<file path="config.mk">
export PLATFORM = sky130hd
export DESIGN_NAME = sha256_round_ctrl_flat
export DESIGN_NICKNAME = d
export VERILOG_FILES = /design/src/rtl/sha256_round_ctrl_if.sv /design/src/rtl/sha256_round_ctrl.sv /design/src/flat_wrapper.sv
export SDC_FILE = /design/constraint.sdc
export NUM_CORES = 1
export LEC_CHECK = 0
export CAP_MARGIN = 20
export CORE_AREA = 2 2 39 41
export CTS_BUF_LIST = sky130_fd_sc_hd__clkbuf_2
export CTS_CLUSTER_DIAMETER = 80
export DETAILED_ROUTE_END_ITERATION = 8
export DIE_AREA = 0 0 41 43
export PLACE_DENSITY = 0.8
export SLEW_MARGIN = 30
export SYNTH_ARGS = -nofsm -noshare
export SYNTH_HDL_FRONTEND = slang
export SYNTH_SLANG_ARGS = --single-unit
</file>
<file path="constraint.sdc">
create_clock -name clk -period 3.36 [get_ports clk]
set_input_delay 0.504 -clock clk [delete_from_list [all_inputs] [get_ports clk]]
set_output_delay 0.504 -clock clk [all_outputs]
set_load 0.02 [all_outputs]
</file>
<file path="src/rtl/sha256_round_ctrl_if.sv">
// Block handshake and schedule/compression strobes between the host, the
// round controller and the w_mem/compression datapath.
interface sha256_round_ctrl_if;
   logic       block_valid;
   logic       block_first;
   logic       block_ready;
   logic       abort;
   logic       w_init;
   logic       w_next;
   logic [5:0] round;
   logic       state_init;
   logic       digest_init;
   logic       round_en;
   logic       digest_update;
   logic       digest_valid;
   logic       busy;

   modport master (
      output block_valid, block_first, abort,
      input  block_ready, w_init, w_next, round, state_init, digest_init,
             round_en, digest_update, digest_valid, busy
   );

   modport slave (
      input  block_valid, block_first, abort,
      output block_ready, w_init, w_next, round, state_init, digest_init,
             round_en, digest_update, digest_valid, busy
   );
endinterface

</file>
<file path="src/rtl/sha256_round_ctrl.sv">
// Sequencing controller for one SHA-256 block: IDLE -> ROUNDS -> UPDATE -> IDLE.
// Holds no data; only drives w_mem and compression datapath strobes.
module sha256_round_ctrl #(
   parameter int NUM_ROUNDS = 64
) (
   input  logic              clk,
   input  logic              reset_n,
   sha256_round_ctrl_if.slave bus
);
   localparam logic [5:0] LAST_ROUND = 6'(NUM_ROUNDS - 1);

   typedef enum logic [1:0] {
      IDLE   = 2'd0,
      ROUNDS = 2'd1,
      UPDATE = 2'd2
   } state_t;

   state_t     state_reg, state_next;
   logic [5:0] round_reg, round_next;
   logic       digest_valid_reg, digest_valid_next;
   logic       accept;

   always_ff @(posedge clk or negedge reset_n) begin
      if (!reset_n) begin
         state_reg        <= IDLE;
         round_reg        <= 6'd0;
         digest_valid_reg <= 1'b0;
      end else begin
         state_reg        <= state_next;
         round_reg        <= round_next;
         digest_valid_reg <= digest_valid_next;
      end
   end

   always_comb begin
      state_next        = state_reg;
      round_next        = round_reg;
      digest_valid_next = digest_valid_reg;
      accept            = 1'b0;
      bus.block_ready   = 1'b0;
      bus.w_init        = 1'b0;
      bus.w_next        = 1'b0;
      bus.state_init    = 1'b0;
      bus.digest_init   = 1'b0;
      bus.round_en      = 1'b0;
      bus.digest_update = 1'b0;

      case (state_reg)
         IDLE: begin
            // Strobes here are combinational so the datapath loads on the accept edge itself.
            bus.block_ready = 1'b1;
            accept          = reset_n && bus.block_valid && !bus.abort;
            round_next      = 6'd0;
            if (accept) begin
               bus.w_init        = 1'b1;
               bus.state_init    = 1'b1;
               bus.digest_init   = bus.block_first;
               digest_valid_next = 1'b0;
               state_next        = ROUNDS;
            end else if (bus.abort) begin
               digest_valid_next = 1'b0;
            end
         end
         ROUNDS: begin
            bus.round_en = 1'b1;
            bus.w_next   = 1'b1;
            if (bus.abort) begin
               round_next = 6'd0;
               state_next = IDLE;
            end else if (round_reg == LAST_ROUND) begin
               round_next = 6'd0;
               state_next = UPDATE;
            end else begin
               round_next = round_reg + 6'd1;
            end
         end
         UPDATE: begin
            // An abort here suppresses the H accumulation, leaving digest_valid low.
            state_next = IDLE;
            if (!bus.abort) begin
               bus.digest_update = 1'b1;
               digest_valid_next = 1'b1;
            end
         end
         default: begin
            state_next = IDLE;
            round_next = 6'd0;
         end
      endcase
   end

   assign bus.round        = round_reg;
   assign bus.digest_valid = digest_valid_reg;
   assign bus.busy         = (state_reg != IDLE);
endmodule

</file>
<file path="src/flat_wrapper.sv">
// flat-port wrapper written by rule: the top's interface ports become plain ports
module sha256_round_ctrl_flat 
#(
   parameter int NUM_ROUNDS = 64
)
  (clk, reset_n, bus_block_valid, bus_block_first, bus_abort, bus_block_ready, bus_w_init, bus_w_next, bus_round, bus_state_init, bus_digest_init, bus_round_en, bus_digest_update, bus_digest_valid, bus_busy);
  sha256_round_ctrl_if bus_i ();
  input  logic clk;
  input  logic reset_n;
  input wire logic [$bits(bus_i.block_valid)-1:0] bus_block_valid;
  input wire logic [$bits(bus_i.block_first)-1:0] bus_block_first;
  input wire logic [$bits(bus_i.abort)-1:0] bus_abort;
  output wire logic [$bits(bus_i.block_ready)-1:0] bus_block_ready;
  output wire logic [$bits(bus_i.w_init)-1:0] bus_w_init;
  output wire logic [$bits(bus_i.w_next)-1:0] bus_w_next;
  output wire logic [$bits(bus_i.round)-1:0] bus_round;
  output wire logic [$bits(bus_i.state_init)-1:0] bus_state_init;
  output wire logic [$bits(bus_i.digest_init)-1:0] bus_digest_init;
  output wire logic [$bits(bus_i.round_en)-1:0] bus_round_en;
  output wire logic [$bits(bus_i.digest_update)-1:0] bus_digest_update;
  output wire logic [$bits(bus_i.digest_valid)-1:0] bus_digest_valid;
  output wire logic [$bits(bus_i.busy)-1:0] bus_busy;
  assign bus_i.block_valid = bus_block_valid;
  assign bus_i.block_first = bus_block_first;
  assign bus_i.abort = bus_abort;
  assign bus_block_ready = bus_i.block_ready;
  assign bus_w_init = bus_i.w_init;
  assign bus_w_next = bus_i.w_next;
  assign bus_round = bus_i.round;
  assign bus_state_init = bus_i.state_init;
  assign bus_digest_init = bus_i.digest_init;
  assign bus_round_en = bus_i.round_en;
  assign bus_digest_update = bus_i.digest_update;
  assign bus_digest_valid = bus_i.digest_valid;
  assign bus_busy = bus_i.busy;
  sha256_round_ctrl #(.NUM_ROUNDS(NUM_ROUNDS)) u_core (.clk(clk), .reset_n(reset_n), .bus(bus_i));
endmodule
</file>
* After elaboration in Yosys (flattened, before gate mapping) *
Index checks and enable logic that the tools add are counted.

operators by class
  bitwise operators = 0
  mux-type cells = 19
  equality and inequality tests = 7
  add/sub/neg operators = 1
  divide/modulo/power cells = 0
  reduce and logical (&&, ||, !) cells = 8
  shift-type cells = 0
  $mul = 0
  magnitude comparators = 0

operators by type and width
  cell                                                   count
  2-to-1 mux 6 bit                                       2
  case mux 6 bit (2 select lines)                        1
  2-to-1 mux 1 bit                                       11
  adder 6 x 1 -> 6 bit, second input constant            1
  equality test 6 bit, second input constant             1
  2-to-1 mux 2 bit                                       3
  inequality test 3 x 2 -> 1 bit, second input constant  2
  case mux 2 bit (2 select lines)                        1
  nonzero test 2 bit                                     2
  AND reduction 3 bit                                    1
  equality test 2 x 1 -> 1 bit, second input constant    1
  equality test 2 bit, second input constant             1
  logical AND 1 bit                                      2
  zero test 2 bit                                        1
  inequality test 2 x 1 -> 1 bit, second input constant  1
  inequality test 2 bit, second input constant           1
  case mux 1 bit (2 select lines)                        1
  AND reduction 2 bit                                    1
  zero test 1 bit                                        1

storage, ports and cells
  input bits = 5
  ROM bits = 0
  memory bits (writable) = 0
  memories kept = 0
  output and inout bits = 15
  bits in latches = 0
  bits in registers = 9

* Depth between registers and ports, before layout *
Gate-level depths: netlist of the first run.

  depth after elaboration = 4
  gate-level depth with buffers = 4
  mapped depth without buffers = 4

* Worst setup path before layout of the first run *
No wires, ideal clock.

  path type = reg2out
  start point = register u_core.state_reg[0]
  end point = output bus_digest_init
  stages on the path, launching flop included = 5
  arrival time = 1.784 ns
  setup slack = 1.072 ns
  cell sequence = dfrtp_1 > buf_2 > or2_2 > nor3_1 > and2_1

between the ends
  longest elaborated chain between the ends = 2

ends and longest elaborated chain
  what                    RTL line                 text
  start, declared         sha256_round_ctrl.sv:18  state_t state_reg, state_next;
  start signal, assigned  sha256_round_ctrl.sv:29  state_reg <= state_next;
  zero test 2 bit         sha256_round_ctrl.sv:48  case (state_reg)
  2-to-1 mux 1 bit        sha256_round_ctrl.sv:48
  end, declared           flat_wrapper.sv:18       output wire logic [$bits(bus_i.digest_init)-1:0] bus_digest_init;

No other way between the ends.

* Worst setup path after layout of the first run *
  start point = input bus_abort
  end point = output bus_digest_init

between the ends
  longest elaborated chain between the ends = 4

ends and longest elaborated chain
  what               RTL line                 text
  start, declared    flat_wrapper.sv:12       input wire logic [$bits(bus_i.abort)-1:0] bus_abort;
  zero test 1 bit    sha256_round_ctrl.sv:52  accept = reset_n && bus.block_valid && !bus.abort;
  logical AND 1 bit  sha256_round_ctrl.sv:52
  2-to-1 mux 1 bit   sha256_round_ctrl.sv:54  if (accept) begin
  2-to-1 mux 1 bit   sha256_round_ctrl.sv:48

No other way between the ends.

==> impl_metrics.json, run 1 <==
{
  "grt_overflow_total": 0,
  "synth-edff-count": 0,
  "cts_max_level": 1,
  "worst-endpoint-required_ns": 2.86,
  "syn_area_per_cell_sq_um": 9.161,
  "grt_pass1_vias": 455,
  "synth-seq-cells": 9,
  "drc": 0,
  "grt.total_usage_pct": 16.97,
  "clk_path_buf_depth": 2,
  "max_freq_ghz": 0.3821,
  "ys_warn_count": 0,
  "grt_max_degree": 12,
  "antenna_found_initial": 0,
  "syn_nets": 62,
  "first_pass_iters": 4,
  "wl_per_cell_um": 12.52,
  "setup_viol_count_final": 0,
  "outcome": "complete, no violations",
  "period_needed_ns": 2.617,
  "grt_pass1_wl_mm": 2.014,
  "fillers": 137,
  "setup_tns_ns": 0,
  "final_util_pct": 52.80,
  "switchingPower_uw": 58.87,
  "sequentialPowerShare_pct": 51.7,
  "insertion_delay_ns": 0.25,
  "area_growth_pct": 42.44,
  "cts-buffers-inserted": 3,
  "tightest_slew_ns": 0.5324,
  "antenna_cells": 0,
  "clock-sinks": 9,
  "hp-class": "reg2reg",
  "drt_iter0_drc": 18,
  "drt-total-wl_mm": 1.164,
  "switching_share_pct": 27.08,
  "fin_skew_ns": 0.003411,
  "vias_per_cell": 5.333,
  "rrSetupSlack_ns": 1.91,
  "synthSimpleGateAreaFrac_pct": 25.85,
  "power.density_nw_per_um2": 297.5,
  "maxCapViolCount": 0,
  "timing_hold_violations_final": 0,
  "synth_compound_area_share_pct": 18.78,
  "path_max_fanout": 7,
  "multi_input_area_sq_um": 260.3,
  "gp_congestion": 0.7831,
  "post-route-period-util_pct": 77.89,
  "fin_ws_ns": 0.7428,
  "rsz0062_at_grt": "no",
  "p_clk_share_pct": 32.6,
  "finalNetCount": 84,
  "cts-resized-gates": 0,
  "post_cts_buffers": 0,
  "drive_gt1_share_pct": 9.091,
  "largest_reg_flops": 6,
  "p_comb_share_pct": 15.8,
  "syn_area_sq_um": 513.0,
  "synth_xor_xnor_area_share_pct": 1.707,
  "cts.hold.buffers_added": 0,
  "regArea_sq_um": 225.2,
  "final_max_slew_viol_count": 0,
  "synthCells": 56,
  "die-width_um": 41,
  "cp-start-kind": "primary input",
  "ys.flop_type": "dfrtp_1",
  "via_count": 496,
  "ys_types": 25,
  "top_level_ports": 20,
  "crit_type": "in2out",
  "die_area_sq_um": 1763,
  "place_ws_ns": 0.7256,
  "cts.clk_slew.worst_paths_ns": 0.09,
  "slew_headroom_pct": 64.35,
  "async_reset_ff_share_pct": 100.0,
  "synthAdderAreaFrac_pct": 2.439,
  "timing.hold.ws_ns": 0.5277,
  "cp.arrival_ns": 2.11,
  "chipHeight_um": 43,
  "root_buffer": "clkbuf_2",
  "detail-route-antenna-nets": 0,
  "place.port_buffers": 19,
  "p_int_uw": 158.5,
  "irDropWorstVdd_uv": 149.6,
  "initial_utilization_pct": 37.07,
  "end_kind": "output port",
  "cts_tree": "done",
  "fp-row-count": 14,
  "ys_seq_area_share_pct": 43.90,
  "synth_mux_area_share_pct": 1.951,
  "p_leak_uw": 0.0003044,
  "core_area_sq_um": 1384,
  "synth_top_family_by_area": "simple AND/OR/NAND/NOR gates"
}
==> power groups by stage <==
stage | sequential [uW] | clock (uW) | combinational [uW]
global placement | 114 | 0 | 34.1
detailed placement | 115 | 0 | 34.6
floorplan | 114 | 0 | 17.0
global route | 113 | 78.5 | 37.7
CTS | 112 | 73.4 | 34.8
finish | 112 | 70.8 | 34.2
==> cells by family (layout without fill, tap and decap cells) <==
group | Yosys count | in the layout
multiplexers | 1 | 1
adder cells (fa/ha/maj) | 1 | 1
AO/OA/AOI/OAI | 15 | 15
XOR/XNOR | 1 | 1
buffers and inverters | 5 | 26
AND/OR/NAND/NOR | 24 | 24
flip-flops | 9 | 9
==> through the flow <==
stage                     instance area (sq um)  power, uW  instances
after floorplan                           513.0      130.7         56
after global placement                    710.7      148.5         89
after CTS                                 730.7      220.7         93
final                                     730.7      217.4         93
after detailed placement                  710.7      149.2         89
after global routing                      730.7      229.3         93
==> cells in the final DEF (no fill, tap or decap), types with 3 or more instances in the layout <==
cell / Yosys / final
dfrtp_1: 9 / 9
nand3_1: 4 / 4
nor2_1: 3 / 3
nand2_1: 7 / 7
clkdlybuf4s50_1: 0 / 19
clkbuf_2: 0 / 4
a21oi_1: 4 / 4
o21ai_0: 4 / 4
==> worst max-delay path: stages <==
cell and delay, ns:
clkdlybuf4s50_1 0.52, nor3_1 0.32, and2_1 0.17, clkdlybuf4s50_1 0.60
==> cell usage after synthesis, drive strengths merged (2+ instances only) <==
master,instances,area (sq um)
inv,2,7.510
a22o,2,17.52
buf,3,20.01
o21ai,4,20.02
o211ai,2,15.01
and2b,2,15.01
nand2,7,26.28
a21oi,4,20.02
nand3,4,20.02
nor2,3,11.26
and2,2,12.51
dfrtp,9,225.2
==> layer usage <==
layer | part of all wire (%) | track usage (%) | vias to the layer above
li1 | - | - | 244
met1 | 40 | 22.07 | 226
met2 | 49 | 24.69 | 22
met3 | 9.1 | 5.236 | 4
met4 | 1.5 | 8.000 | 0
met5 | 0 | 0 | -
==> final cells by class <==
cell class	count	share of cell area, %
Inverter	2	1.027
Sequential cell	9	30.82
Timing Repair Buffer	20	27.05
Tap cell	16	2.740
Multi-Input combinational cell	42	35.62
Clock buffer	4	2.740
==> worst paths after layout <==
kind / from / to / depth (start not counted)
max in group asynchronous: reset_n / u_core.bus.round[0]$_DFFE_PN0N_ / 2
hold reg to reg: u_core.bus.digest_valid$_DFFE_PN0P_ / u_core.bus.digest_valid$_DFFE_PN0P_ / 2
hold / removal: u_core.bus.digest_valid$_DFFE_PN0P_ / u_core.bus.digest_valid$_DFFE_PN0P_ / 2
setup reg to reg: u_core.bus.round[0]$_DFFE_PN0N_ / u_core.state_reg[0]$_DFFE_PN0P_ / 4
min in group asynchronous: reset_n / u_core.bus.digest_valid$_DFFE_PN0P_ / 2
setup / recovery: bus_abort / bus_digest_init / 4
No activity file was read; power rests on OpenSTA's default activity.
==> inputs of run 2 (changes only) <==
- clock period: 3.36 -> 2.6 ns (I/O delays scaled with it)
==> run 2 against run 1 <==
Power is 31% higher. Clock skew is 0.0016 ns lower. Clock power is 31% higher. Combinational power is 36% higher. Clock-buffer cell count stayed put. Worst hold slack worse by 0.051 ns. Via count is 3.6% higher. Sequential power is 29% higher. Core utilization is 1.1 points higher. Critical endpoint is now bus_state_init.
==> impl_metrics.json, run 2 (synthesis results as in run 1) <==
{
  "setup_viol_count_final": 0,
  "die_area_sq_um": 1763,
  "maxCapViolCount": 0,
  "worst-endpoint-required_ns": 2.21,
  "placed_area_sq_um": 718.2,
  "dp_hpwl_um": 912.7,
  "die-width_um": 41,
  "area_growth_pct": 45.37,
  "antenna_found_initial": 0,
  "period_needed_ns": 2.333,
  "fin_skew_ns": 0.001774,
  "grt.total_usage_pct": 16.95,
  "grt_overflow_total": 0,
  "cts.hold.buffers_added": 0,
  "outcome": "complete, no violations",
  "final_max_slew_viol_count": 0,
  "gp_congestion": 0.7319,
  "tightest_slew_ns": 0.5153,
  "max_freq_ghz": 0.4286,
  "fp-row-count": 14,
  "timing_hold_violations_final": 0,
  "cts_max_level": 1,
  "grt_pass1_wl_mm": 2.070,
  "drc": 0,
  "first_pass_iters": 4,
  "setup_tns_ns": 0,
  "post-route-period-util_pct": 89.73,
  "clk_path_buf_depth": 2,
  "detail-route-antenna-nets": 0,
  "initial_utilization_pct": 37.07,
  "post_cts_buffers": 0,
  "end_kind": "output port",
  "drive_gt1_share_pct": 11.54,
  "irDropWorstVdd_uv": 242.0,
  "rsz0062_at_grt": "no",
  "cts.clk_slew.worst_paths_ns": 0.09,
  "vias_per_cell": 5.468,
  "cts-resized-gates": 0,
  "drt_iter0_drc": 8,
  "slew_headroom_pct": 65.50,
  "final_cell_mix": "clkdlybuf4s50_1, dfrtp_1, nand2_1",
  "via_count": 514,
  "place.port_buffers": 19,
  "fillers": 133,
  "clock-sinks": 9,
  "path_max_fanout": 10,
  "wl_per_cell_um": 13.11,
  "core_area_sq_um": 1384,
  "layout_commonest_cell": "clkdlybuf4s50_1",
  "crit_type": "reg2out",
  "design_area_sq_um": 745.7,
  "cp.arrival_ns": 1.94,
  "cts_tree": "done",
  "grt_pass1_vias": 481,
  "top_level_ports": 20,
  "antenna_cells": 0,
  "chipHeight_um": 43,
  "reg2reg_from": "u_core.state_reg[1]$_DFFE_PN0P_",
  "root_buffer": "clkbuf_2",
  "cts-buffers-inserted": 3,
  "cp-start-kind": "register",
  "drt-total-wl_mm": 1.232,
  "cp-startpoint": "u_core.state_reg[0]$_DFFE_PN0P_",
  "hp-class": "in2async",
  "power.density_nw_per_um2": 381.5,
  "p_leak_uw": 0.0003287,
  "finalNetCount": 85,
  "grt_max_degree": 12,
  "largest_reg_flops": 6,
  "insertion_delay_ns": 0.25
}
==> run 2: cell count changes in the layout (fill, tap and decap cells not counted) <==
cell | previous run | this run
buf_4 | 1 | 2
dlymetal6s2s_1 | 0 | 1
clkdlybuf4s50_1 | 19 | 18
nor3_2 | 0 | 1
nor3_1 | 1 | 0
==> run 2: critical path, stage by stage, from the launching register on <==
cell and delay, ns:
dfrtp_1 0.47, or2_2 0.36, nor3_2 0.22, clkdlybuf4s50_1 0.64
==> run 2: per-layer routing <==
| metal | GRT usage (%) | vias to the layer above | part of all wire, % | routed length (um) |
|---|---|---|---|---|
| met1 | 21.67 | 238 | 39 | 482 |
| met2 | 26.88 | 27 | 48 | 589 |
| met4 | 8.000 | 0 | 2.2 | 27 |
| li1 | - | 246 | - | - |
| met5 | 0 | - | 0 | 0 |
| met3 | 2.094 | 3 | 11 | 132 |
==> run 2: final cells by class <==
class,instances,area (sq um),share of cell area [%]
Clock buffer,4,20.02,2.685
Inverter,2,7.507,1.007
Multi-Input combinational cell,42,265.3,35.57
Sequential cell,9,225.2,30.20
Tap cell,16,20.02,2.685
Timing Repair Buffer,21,207.7,27.85
==> run 2: final timing paths <==
path	endpoint	slack [ns]	depth (start not counted)
setup reg to reg	u_core.bus.round[5]$_DFFE_PN0N_	1.16	3
max in group asynchronous	u_core.bus.round[0]$_DFFE_PN0N_	1.98	2
setup / recovery	bus_state_init	0.27	3
min in group clk	u_core.bus.digest_valid$_DFFE_PN0P_	0.54	2
hold reg to reg	u_core.bus.digest_valid$_DFFE_PN0P_	0.54	2
hold / removal	u_core.bus.round[3]$_DFFE_PN0N_	0.48	2
==> run 2: report_power, final <==
group | switching [uW] | internal [uW] | total, uW
sequential | 3.79 | 142 | 145
clock | 51.6 | 40.9 | 92.4
combinational | 23.0 | 23.6 | 46.6
==> run 2: through the flow <==
stage	setup WS [ns]	power (uW)	std cells	hold slack, ns	util (%)
floorplan	0.4256	168.9	56	0.09441	-
global placement	0.3188	193.6	90	0.5094	51.90
detailed placement	0.2385	194.8	90	0.5156	51.90
CTS	0.06165	287.9	94	0.4679	53.35
global route	0.1238	299.4	94	0.4723	53.89
finish	0.2670	284.5	94	0.4769	53.89
==> inputs of run 3 (changes only) <==
- DONT_BUFFER_PORTS: not set -> 1
- PLACE_DENSITY: 0.8 -> 0.61
==> run 3 against run 2 <==
Register-to-register slack worse by 0.08 ns. Power down 9.3%. Maximum frequency rose by 16%. Cell count shrank 20%. Via count fell by 16%. Wire length decreased by 18%. Clock power shrank 4.9%. Cell area is 26% lower. Clock-buffer cell count did not move. Worst setup slack better by 0.32 ns. Critical path depth unchanged. Die area unchanged. Critical path type unchanged. Largest power group unchanged.
==> impl_metrics.json, run 3 (synthesis results as in run 1) <==
{
  "layout_commonest_cell": "dfrtp_1",
  "switchingPower_uw": 68.04,
  "cp-start-kind": "register",
  "drt-total-wl_mm": 1.008,
  "slew_headroom_pct": 66.17,
  "sequentialPowerShare_pct": 56.8,
  "finalNetCount": 66,
  "cp-startpoint": "u_core.state_reg[0]$_DFFE_PN0P_",
  "place.port_buffers": 0,
  "grt_max_degree": 11,
  "top_level_ports": 20,
  "chipHeight_um": 43,
  "cts-buffers-inserted": 3,
  "timing_hold_violations_final": 0,
  "area_growth_pct": 7.317,
  "drt_iter0_drc": 6,
  "cp.arrival_ns": 1.62,
  "p_leak_uw": 0.0002408,
  "cts_max_level": 1,
  "period_needed_ns": 2.013,
  "clk_path_buf_depth": 2,
  "cts.clk_slew.worst_paths_ns": 0.09,
  "antenna_found_initial": 0,
  "outcome": "complete, no violations",
  "p_int_uw": 190.0,
  "cts_tree": "done",
  "setup_viol_count_final": 0,
  "final_max_slew_viol_count": 0,
  "vias_per_cell": 5.733,
  "post_cts_buffers": 0,
  "clock-sinks": 9,
  "detail-route-antenna-nets": 0,
  "end_kind": "output port",
  "largest_reg_flops": 6,
  "cts-resized-gates": 0,
  "wl_per_cell_um": 13.44,
  "core_area_sq_um": 1384,
  "path_max_fanout": 10,
  "grt_pass1_wl_mm": 1.759,
  "dp_hpwl_um": 729.4,
  "placed_area_sq_um": 520.5,
  "crit_type": "reg2out",
  "rsz0062_at_grt": "no",
  "gp_congestion": 0.7156,
  "initial_utilization_pct": 37.07,
  "reg2reg_from": "u_core.bus.round[0]$_DFFE_PN0N_",
  "hp-class": "in2reg",
  "final_cell_mix": "dfrtp_1, nand2_1",
  "rrSetupSlack_ns": 1.08,
  "drc": 0,
  "final_util_pct": 39.78,
  "worst-endpoint-required_ns": 2.21,
  "grt_pass1_vias": 406,
  "p_clk_share_pct": 34.1,
  "irDropWorstVdd_uv": 184.8,
  "insertion_delay_ns": 0.24,
  "reg2regPathDepth": 4,
  "p_comb_share_pct": 9.2,
  "maxCapViolCount": 0,
  "design_area_sq_um": 550.5,
  "root_buffer": "clkbuf_2",
  "fp-row-count": 14,
  "fin_skew_ns": 0.001031,
  "rr_endpoint": "u_core.state_reg[0]$_DFFE_PN0P_",
  "first_pass_iters": 3,
  "endpoint": "bus_digest_init",
  "grt.total_usage_pct": 14.31,
  "max_freq_ghz": 0.4967,
  "antenna_cells": 0,
  "die_area_sq_um": 1763,
  "drive_gt1_share_pct": 11.86,
  "grt_overflow_total": 0,
  "switching_share_pct": 26.37,
  "power.density_nw_per_um2": 468.7,
  "tightest_slew_ns": 0.5052,
  "via_count": 430,
  "die-width_um": 41,
  "setup_tns_ns": 0,
  "post-route-period-util_pct": 77.44
}
==> run 3: cell count changes in the layout (fill, tap and decap cells not counted), sizes merged <==
cell,previous run,this run
clkdlybuf4s50,18,0
dlygate4sd3,0,1
dlymetal6s2s,1,0
buf,2,1
==> run 3: metal layers <==
metal	vias up	wire (um)	track usage, %
met2	17	425	20.00
met5	-	0	0
met4	0	0	2.000
met3	0	97	7.330
met1	203	485	20.00
li1	210	-	-
==> run 3: metrics by stage <==
| step | hold WS [ns] | cells | setup slack [ns] | total power (uW) |
|---|---|---|---|---|
| 6_report | 0.2124 | 75 | 0.5866 | 258.1 |
| 5_1_grt | 0.1799 | 75 | 0.3997 | 277.7 |
| 4_1_cts | 0.1968 | 75 | 0.5790 | 264.2 |
| 3_5_place_dp | 0.09484 | 70 | 0.8698 | 169.3 |
| 3_3_place_gp | 0.09474 | 70 | 0.9045 | 169.0 |
| 2_1_floorplan | 0.09441 | 56 | 0.4256 | 168.9 |
==> run 3: area by class of cell <==
class	instances	area (sq um)
fillers	151	833.3
multi-input cells	42	260.3
flip-flops and latches	9	225.2
clock buffers	4	20.02
well taps	16	20.02
repair buffers	2	17.52
inverters	2	7.507
==> run 3: critical path, cell delays in order, from the launching register on <==
cell	delay [ns]
dfrtp_1	0.47
or2_2	0.40
nor3_1	0.24
and2_1	0.27
==> run 3: how the worst min path moves through the flow <==
stage,slack [ns],depth (start not counted),end,start
after floorplan,0.09,0,u_core.bus.digest_valid$_DFFE_PN0P_,reset_n
after global placement,0.09,0,u_core.state_reg[1]$_DFFE_PN0P_,reset_n
after detailed placement,0.09,0,u_core.state_reg[1]$_DFFE_PN0P_,reset_n
after CTS,0.20,1,u_core.state_reg[0]$_DFFE_PN0P_,bus_abort
after global routing,0.18,1,u_core.state_reg[0]$_DFFE_PN0P_,bus_abort
final,0.21,1,u_core.state_reg[0]$_DFFE_PN0P_,bus_abort
==> run 3: timing repair <==
item,4_1_cts,5_1_grt
hold endpoints to repair,9,0
setup endpoints to repair,0,0
hold buffers,1,0
==> run 3: power by group through the flow <==
stage / clock network, uW / registers [uW] / logic [uW]
detailed placement: 0 / 149 / 20.1
global route: 104 / 147 / 26.9
global placement: 0 / 149 / 20.0
floorplan: 0 / 147 / 22.0
finish: 87.9 / 147 / 23.6
CTS: 93.6 / 146 / 24.1
